### src/rtl/sipo_rx_pkg.sv
// Shared types and helpers for the serial frame receiver.
// State encoding, frame length and parity check.
package sipo_rx_pkg;

   typedef enum logic [1:0] {
      IDLE,
      DATA,
      PARITY,
      STOP
   } rx_state_t;

   function automatic int unsigned frame_len(
      input int unsigned data_w,
      input bit          parity_en
   );
      return data_w + 2 + (parity_en ? 1 : 0);
   endfunction

   // 1 when the received parity bit disagrees with the data
   function automatic logic parity_err_calc(
      input logic [31:0] data,
      input logic        par_bit,
      input logic        odd
   );
      return ((^data) ^ par_bit) != odd;
   endfunction

endpackage

### src/rtl/rx_out_buf.sv
// One-entry valid/ready holding register for a received word.
// A load while full is dropped unless the entry pops on that edge.
module rx_out_buf #(
   parameter int unsigned W = 8
) (
   input  logic         clk,
   input  logic         reset,
   input  logic         load,
   input  logic [W-1:0] ld_data,
   input  logic         ld_perr,
   input  logic         ld_ferr,
   input  logic         ready,
   output logic [W-1:0] data,
   output logic         valid,
   output logic         perr,
   output logic         ferr,
   output logic         overrun
);

   logic [W-1:0] data_q, data_d;
   logic         valid_q, valid_d;
   logic         perr_q, perr_d;
   logic         ferr_q, ferr_d;
   logic         ovr_q, ovr_d;
   logic         pop;

   // Load/pop/drop decision for the single entry
   always_comb begin
      data_d  = data_q;
      valid_d = valid_q;
      perr_d  = perr_q;
      ferr_d  = ferr_q;
      ovr_d   = 1'b0;
      pop     = valid_q & ready;
      if (load) begin
         if (!valid_q || pop) begin
            data_d  = ld_data;
            perr_d  = ld_perr;
            ferr_d  = ld_ferr;
            valid_d = 1'b1;
         end else begin
            ovr_d = 1'b1;
         end
      end else if (pop) begin
         valid_d = 1'b0;
      end
   end

   // Entry registers
   always_ff @(posedge clk or negedge reset) begin
      if (!reset) begin
         data_q  <= '0;
         valid_q <= 1'b0;
         perr_q  <= 1'b0;
         ferr_q  <= 1'b0;
         ovr_q   <= 1'b0;
      end else begin
         data_q  <= data_d;
         valid_q <= valid_d;
         perr_q  <= perr_d;
         ferr_q  <= ferr_d;
         ovr_q   <= ovr_d;
      end
   end

   assign data    = data_q;
   assign valid   = valid_q;
   assign perr    = perr_q;
   assign ferr    = ferr_q;
   assign overrun = ovr_q;

endmodule

### src/rtl/sipo_frame_rx.sv
// Serial frame receiver: start bit, MSB-first data, optional
// parity, stop bit; word handed off through rx_out_buf.
module sipo_frame_rx
   import sipo_rx_pkg::*;
#(
   parameter int unsigned DATA_W     = 8,
   parameter bit          PARITY_EN  = 1'b1,
   parameter bit          PARITY_ODD = 1'b0
) (
   input  logic              clk,
   input  logic              reset,
   input  logic              serial_in,
   output logic [DATA_W-1:0] data_out,
   output logic              data_valid,
   input  logic              data_ready,
   output logic              parity_err,
   output logic              frame_err,
   output logic              overrun
);

   localparam int unsigned CW = (DATA_W > 1) ? $clog2(DATA_W) : 1;
   localparam logic [CW-1:0] LAST = CW'(DATA_W - 1);

   rx_state_t         state_q, state_d;
   logic [CW-1:0]     cnt_q, cnt_d;
   logic [DATA_W-1:0] shift_q, shift_d;
   logic              perr_q, perr_d;
   logic              load;
   logic              ld_ferr;
   logic              ld_perr;

   // Next-state, shift and completion logic
   always_comb begin
      state_d = state_q;
      cnt_d   = cnt_q;
      shift_d = shift_q;
      perr_d  = perr_q;
      load    = 1'b0;
      ld_ferr = 1'b0;
      unique case (state_q)
         IDLE: begin
            if (serial_in) begin
               state_d = DATA;
               cnt_d   = '0;
               perr_d  = 1'b0;
            end
         end
         DATA: begin
            shift_d = {shift_q[DATA_W-2:0], serial_in};
            cnt_d   = cnt_q + 1'b1;
            if (cnt_q == LAST) begin
               state_d = PARITY_EN ? PARITY : STOP;
            end
         end
         PARITY: begin
            perr_d  = parity_err_calc(32'(shift_q), serial_in,
                                      PARITY_ODD);
            state_d = STOP;
         end
         STOP: begin
            load    = 1'b1;
            ld_ferr = serial_in;
            state_d = IDLE;
         end
         default: state_d = IDLE;
      endcase
   end

   // Receiver state registers
   always_ff @(posedge clk or negedge reset) begin
      if (!reset) begin
         state_q <= IDLE;
         cnt_q   <= '0;
         shift_q <= '0;
         perr_q  <= 1'b0;
      end else begin
         state_q <= state_d;
         cnt_q   <= cnt_d;
         shift_q <= shift_d;
         perr_q  <= perr_d;
      end
   end

   assign ld_perr = PARITY_EN & perr_q;

   rx_out_buf #(
      .W (DATA_W)
   ) u_buf (
      .clk     (clk),
      .reset   (reset),
      .load    (load),
      .ld_data (shift_q),
      .ld_perr (ld_perr),
      .ld_ferr (ld_ferr),
      .ready   (data_ready),
      .data    (data_out),
      .valid   (data_valid),
      .perr    (parity_err),
      .ferr    (frame_err),
      .overrun (overrun)
   );

endmodule

### config.mk
export PLATFORM = sky130hd
export DESIGN_NAME = sipo_frame_rx
export DESIGN_NICKNAME = d
export VERILOG_FILES = /design/src/rtl/sipo_rx_pkg.sv /design/src/rtl/rx_out_buf.sv /design/src/rtl/sipo_frame_rx.sv
export SDC_FILE = /design/constraint.sdc
export NUM_CORES = 1
export LEC_CHECK = 0
export CAP_MARGIN = 20
export CORE_MARGIN = 8
export CORE_UTILIZATION = 35
export CTS_BUF_LIST = sky130_fd_sc_hd__clkbuf_16
export DETAILED_ROUTE_END_ITERATION = 7
export SETUP_SLACK_MARGIN = 0.2
export SYNTH_ARGS = -nofsm -noshare
export SYNTH_HDL_FRONTEND = slang
export SYNTH_SLANG_ARGS = --single-unit
### constraint.sdc
create_clock -name clk -period 2.6 [get_ports clk]
set_input_delay 0.26 -clock clk [delete_from_list [all_inputs] [get_ports clk]]
set_output_delay 0.26 -clock clk [all_outputs]
set_load 0.01 [all_outputs]
-- Word level (Yosys, flattened, before mapping)
Cells that the tools add are included.
- $add $sub $neg: 1
- equality and inequality tests: 7
- multiplexer cells: 14
- bitwise gates (word level): 2
- reduce and logical (&&, ||, !) cells: 12
- operator list (cell ; number):
    XOR reduction 32 bit ; 1
    AND reduction 2 bit ; 5
    2-to-1 mux 1 bit ; 8
    case mux 2 bit (4 select lines) ; 1
    case mux 3 bit (2 select lines) ; 1
    nonzero test 2 bit ; 3
    equality test 2 bit, second input constant ; 2
    2-to-1 mux 2 bit ; 2
    inequality test 2 bit, second input constant ; 2
    adder 3 x 1 -> 3 bit, second input constant ; 1
    equality test 3 bit, second input constant ; 1
    2-to-1 mux 3 bit ; 1
    equality test 2 x 1 -> 1 bit, second input constant ; 1
    logical NOT 2 bit ; 1
    inequality test 2 x 1 -> 1 bit, second input constant ; 1
    case mux 1 bit (2 select lines) ; 1
    bitwise AND 1 bit ; 1
    logical NOT 1 bit ; 1
    logical OR 1 bit ; 1
    XOR 1 bit ; 1
- register bits after elaboration: 26
- output and inout port bits: 12
- logic and storage cells: 45

-- Logic depth before layout (Yosys ltp)
- word-level depth: 4
- mapped depth: 6
- mapped depth without buffers: 6

-- Modules after synthesis
From an unflattened synthesis, not the netlist that was laid out.
- cells, all modules: 84
- area, all modules: 1192.4 um2
- by module, submodules not included (module ; instances ; cells each ; area an instance (um2)):
    sipo_frame_rx ; 1 ; 57 ; 705.7
    rx_out_buf ; 1 ; 27 ; 486.7

-- Worst setup path after synthesis
Ideal clock, no wire load.
- kind: register to register
- start: reg state_q[1]
- end: reg shift_q[0]
- setup time: 125 ps
- arrival: 1323 ps
- required time: 2475 ps
- slack: 1152 ps
- cell stages (with the launch flop): 5
- buffers on the path: 1
- period minus slack after synthesis: 1448 ps
- cell sequence: dfrtp_1 > inv_1 > ha_1 > buf_1 > mux2_2
- longest elaborated chain between the ends: 1
- ends and longest elaborated chain (item ; line ; RTL):
    from (decl) ; sipo_frame_rx.sv:24 ; rx_state_t state_q, state_d;
    from (signal assigned) ; sipo_frame_rx.sv:77 ; state_q <= state_d;
    equality test 2 x 1 -> 1 bit ; sipo_frame_rx.sv:40 ; unique case (state_q)
    to (signal assigned) ; sipo_frame_rx.sv:79 ; shift_q <= shift_d;
    to (decl) ; sipo_frame_rx.sv:26 ; logic [DATA_W-1:0] shift_q, shift_d;
Every way passes these cells.
A chain may end at the register's enable or synchronous reset.

-- Final worst setup path
- start: reg state_q[1]
- end: reg cnt_q[2]
- longest elaborated chain between the ends: 3
- elaborated cells on any way between the ends: 6
- those cells by class: eq/ne: 2; mux: 1; reduce/logical: 3
- ends and longest elaborated chain (item ; line ; RTL):
    equality test 2 x 1 -> 1 bit / logical NOT 2 bit (equally long branches) ; sipo_frame_rx.sv:40 ;
    nonzero test 2 bit (no line) / inequality test 2 bit (equally long branches) ; - ;
    AND reduction 2 bit (no line) ; - ;
    to (signal assigned) ; sipo_frame_rx.sv:78 ; cnt_q <= cnt_d;
    to (decl) ; sipo_frame_rx.sv:25 ; logic [CW-1:0] cnt_q, cnt_d;
Parallel ways exist; a longest one is shown, timed or not.

==> metrics <==
routability congestion estimate 0.671; minimum clock period 1.61 ns; commonest non-fill, non-tap cells in the layout dfrtp_1, mux2_2, clkdlybuf4s50_1; total clock buffers created by CTS 3; RSZ-0062 raised after global routing false; Final Skew 0.00215 ns; synth top area cells dfrtp_1, mux2_2, ha_1; antenna diode count 0; CTS sink cnt 26; hpwl dp 1310 um; LEAKAGE 0.618 nW; CP cell instances inv_1 > ha_1 > o21ai_0 > a32o_1; Worst path slowest cell ha_1; mapped cell area 1130 sq um; drt drc 0; status completed; slew margin rel. 65.7%; most common cell after layout, fill and taps aside dfrtp_1; sequential share of the synthesized area 57.5%; via count 671; Die ar. 5310 sq um; nature of the critical path startpoint flip-flop; max-cap violation count 0; critical path class flip-flop to flip-flop; initial antenna violation count 0; average size of a mapped cell 13.6 sq um; synth unique cells 16; crit path from state_q[1]$_DFFE_PN0P_; final max-slew violation count 0; VDD IR max 519 uV; Tcrit/Tclk final 62.0%; FMAX 621 MHz; final-report hold violation count 0; setup TNS 0 ns; RR Startpoint state_q[1]$_DFFE_PN0P_; Initial Utilization 37.0%; CP required 2.75 ns; post_cts resized 0; Clock transition at path regs 0.06 ns; Hold WC Path Type input port to asynchronous set/reset pin; later-pin clock latency in the skew report 0.26 ns; GRT Total Usage 8.24%; filler cell count 301; Port Buf Inserts 15; critical path fanouts, max 13; final WL 1890 um; Final Util 46.5%; DRC violation total after the first TritonRoute iteration 30; Seq cells post-synth 26; Layout area overhead 25.4%; num rows 20; CTS tree yes; die span in x 72.8 um; fraction of layout cells with a size suffix above 1 21.6%; CP max stage delay 0.49 ns; Nets 113; router iterations before antenna repair 4; total global routing overflow 0; Worst Tran Pin Value 0.514 ns; Clock Tree Buf Depth 2; synthesized instance count 83; wire length per cell 12.9 um; vias in the first global route 725; I/O Pins 16; top-area cell type share of the netlist area 57.5%; CTS Root Cell clkbuf_16; first-pass GRT wire length 3370 um; Die Span Y 72.8 um; Post-CTS Hold Buffers 0; Core Area 3050 sq um; Final ANT Viol Nets 0; Critical Path AT 1.76 ns; routed vias/inst 4.60; syn nets 93; YS warnings 0; Setup violations, final 0; largest net degree at the start of global routing 27; leading area contributor after synthesis dfrtp_1; Critical Path End Type flip-flop; pwr/cell area 1420 nW/um^2; CTS H-tree depth 1; Post-CTS Setup Bufs 0
[power by group]
group          switching, W  internal [W]
registers          0.000137      0.000604
clock network      0.000137      0.000206
logic              0.000384      0.000547
[cell type report]
class                   instances  area (sq um)  share of cell area, %
flip-flops and latches         26           651                   45.9
clock inverters                 1          3.75                  0.265
clock buffers                   3          75.1                   5.29
well taps                      44          55.1                   3.88
multi-input cells              53           465                   32.8
repair buffers                 16           158                   11.1
inverters                       3          11.3                  0.794
[state kept, by name (all words and copies together), names as in the netlist]
register,count
u_buf.ferr,1
shift_q,8
ld_perr,1
u_buf.perr,1
state_q,2
u_buf.data,8
u_buf.overrun,1
cnt_q,3
u_buf.valid,1
[final timing paths]
path                                              to  slack, ns  depth (start not counted)
max                             cnt_q[2]$_DFFE_PN0P_       0.99                          4
min                        u_buf.data[7]$_DFFE_PN0P_       0.37                          2
max reg2reg                     cnt_q[2]$_DFFE_PN0P_       0.99                          4
min reg2reg                     cnt_q[0]$_DFFE_PN0P_       0.50                          1
max in group asynchronous  u_buf.data[5]$_DFFE_PN0P_       1.98                          2
min in group clk                cnt_q[0]$_DFFE_PN0P_       0.50                          1
[metal layers]
metal	global-route usage, %	vias up	part of all wire, %
met1	9.34	329	48
met2	12.5	15	42
met3	3.71	5	7.4
met5	0	-	0
met4	4.67	0	2.3
li1	-	322	-
[through the flow]
stage	instances	area, sq um	total power [W]	worst slack [ns]	hold WS [ns]
after global placement	142	1340	0.00167	0.896	0.479
after floorplan	83	1130	0.00139	1.15	-0.0356
after CTS	146	1420	0.00206	0.947	0.386
after detailed placement	142	1340	0.00170	0.870	0.492
after global routing	146	1420	0.00219	0.829	0.403
final	146	1420	0.00201	0.989	0.371
[cell usage after synthesis]
cell	n
inv_1	3
o21ai_0	4
o32a_1	1
nand2_1	5
nand3b_1	1
nor4b_1	1
nor2b_1	2
nand2b_1	2
a32o_1	2
buf_1	1
nand3_1	1
nor2_1	3
mux2_2	18
xnor2_1	7
dfrtp_1	26
ha_1	6
[worst max-delay path: cells and delay by family, from the launching register on]
family,cells,cell delay (ns)
fa+ha+maj,1,0.49
compound gates,2,0.51
flops,1,0.40
buf+inv,1,0.10
[kinds of logic (layout without fill, tap and decap cells)]
group	Yosys count	in the layout	synth area share (%)
AO/OA/AOI/OAI	7	7	4.42
buffers and inverters	4	23	1.33
adder cells (fa/ha/maj)	6	6	6.64
flip-flops	26	26	57.5
XOR/XNOR	7	7	5.42
AND/OR/NAND/NOR	15	15	6.75
multiplexers	18	18	17.9
No activity file was read; power rests on OpenSTA's default activity.
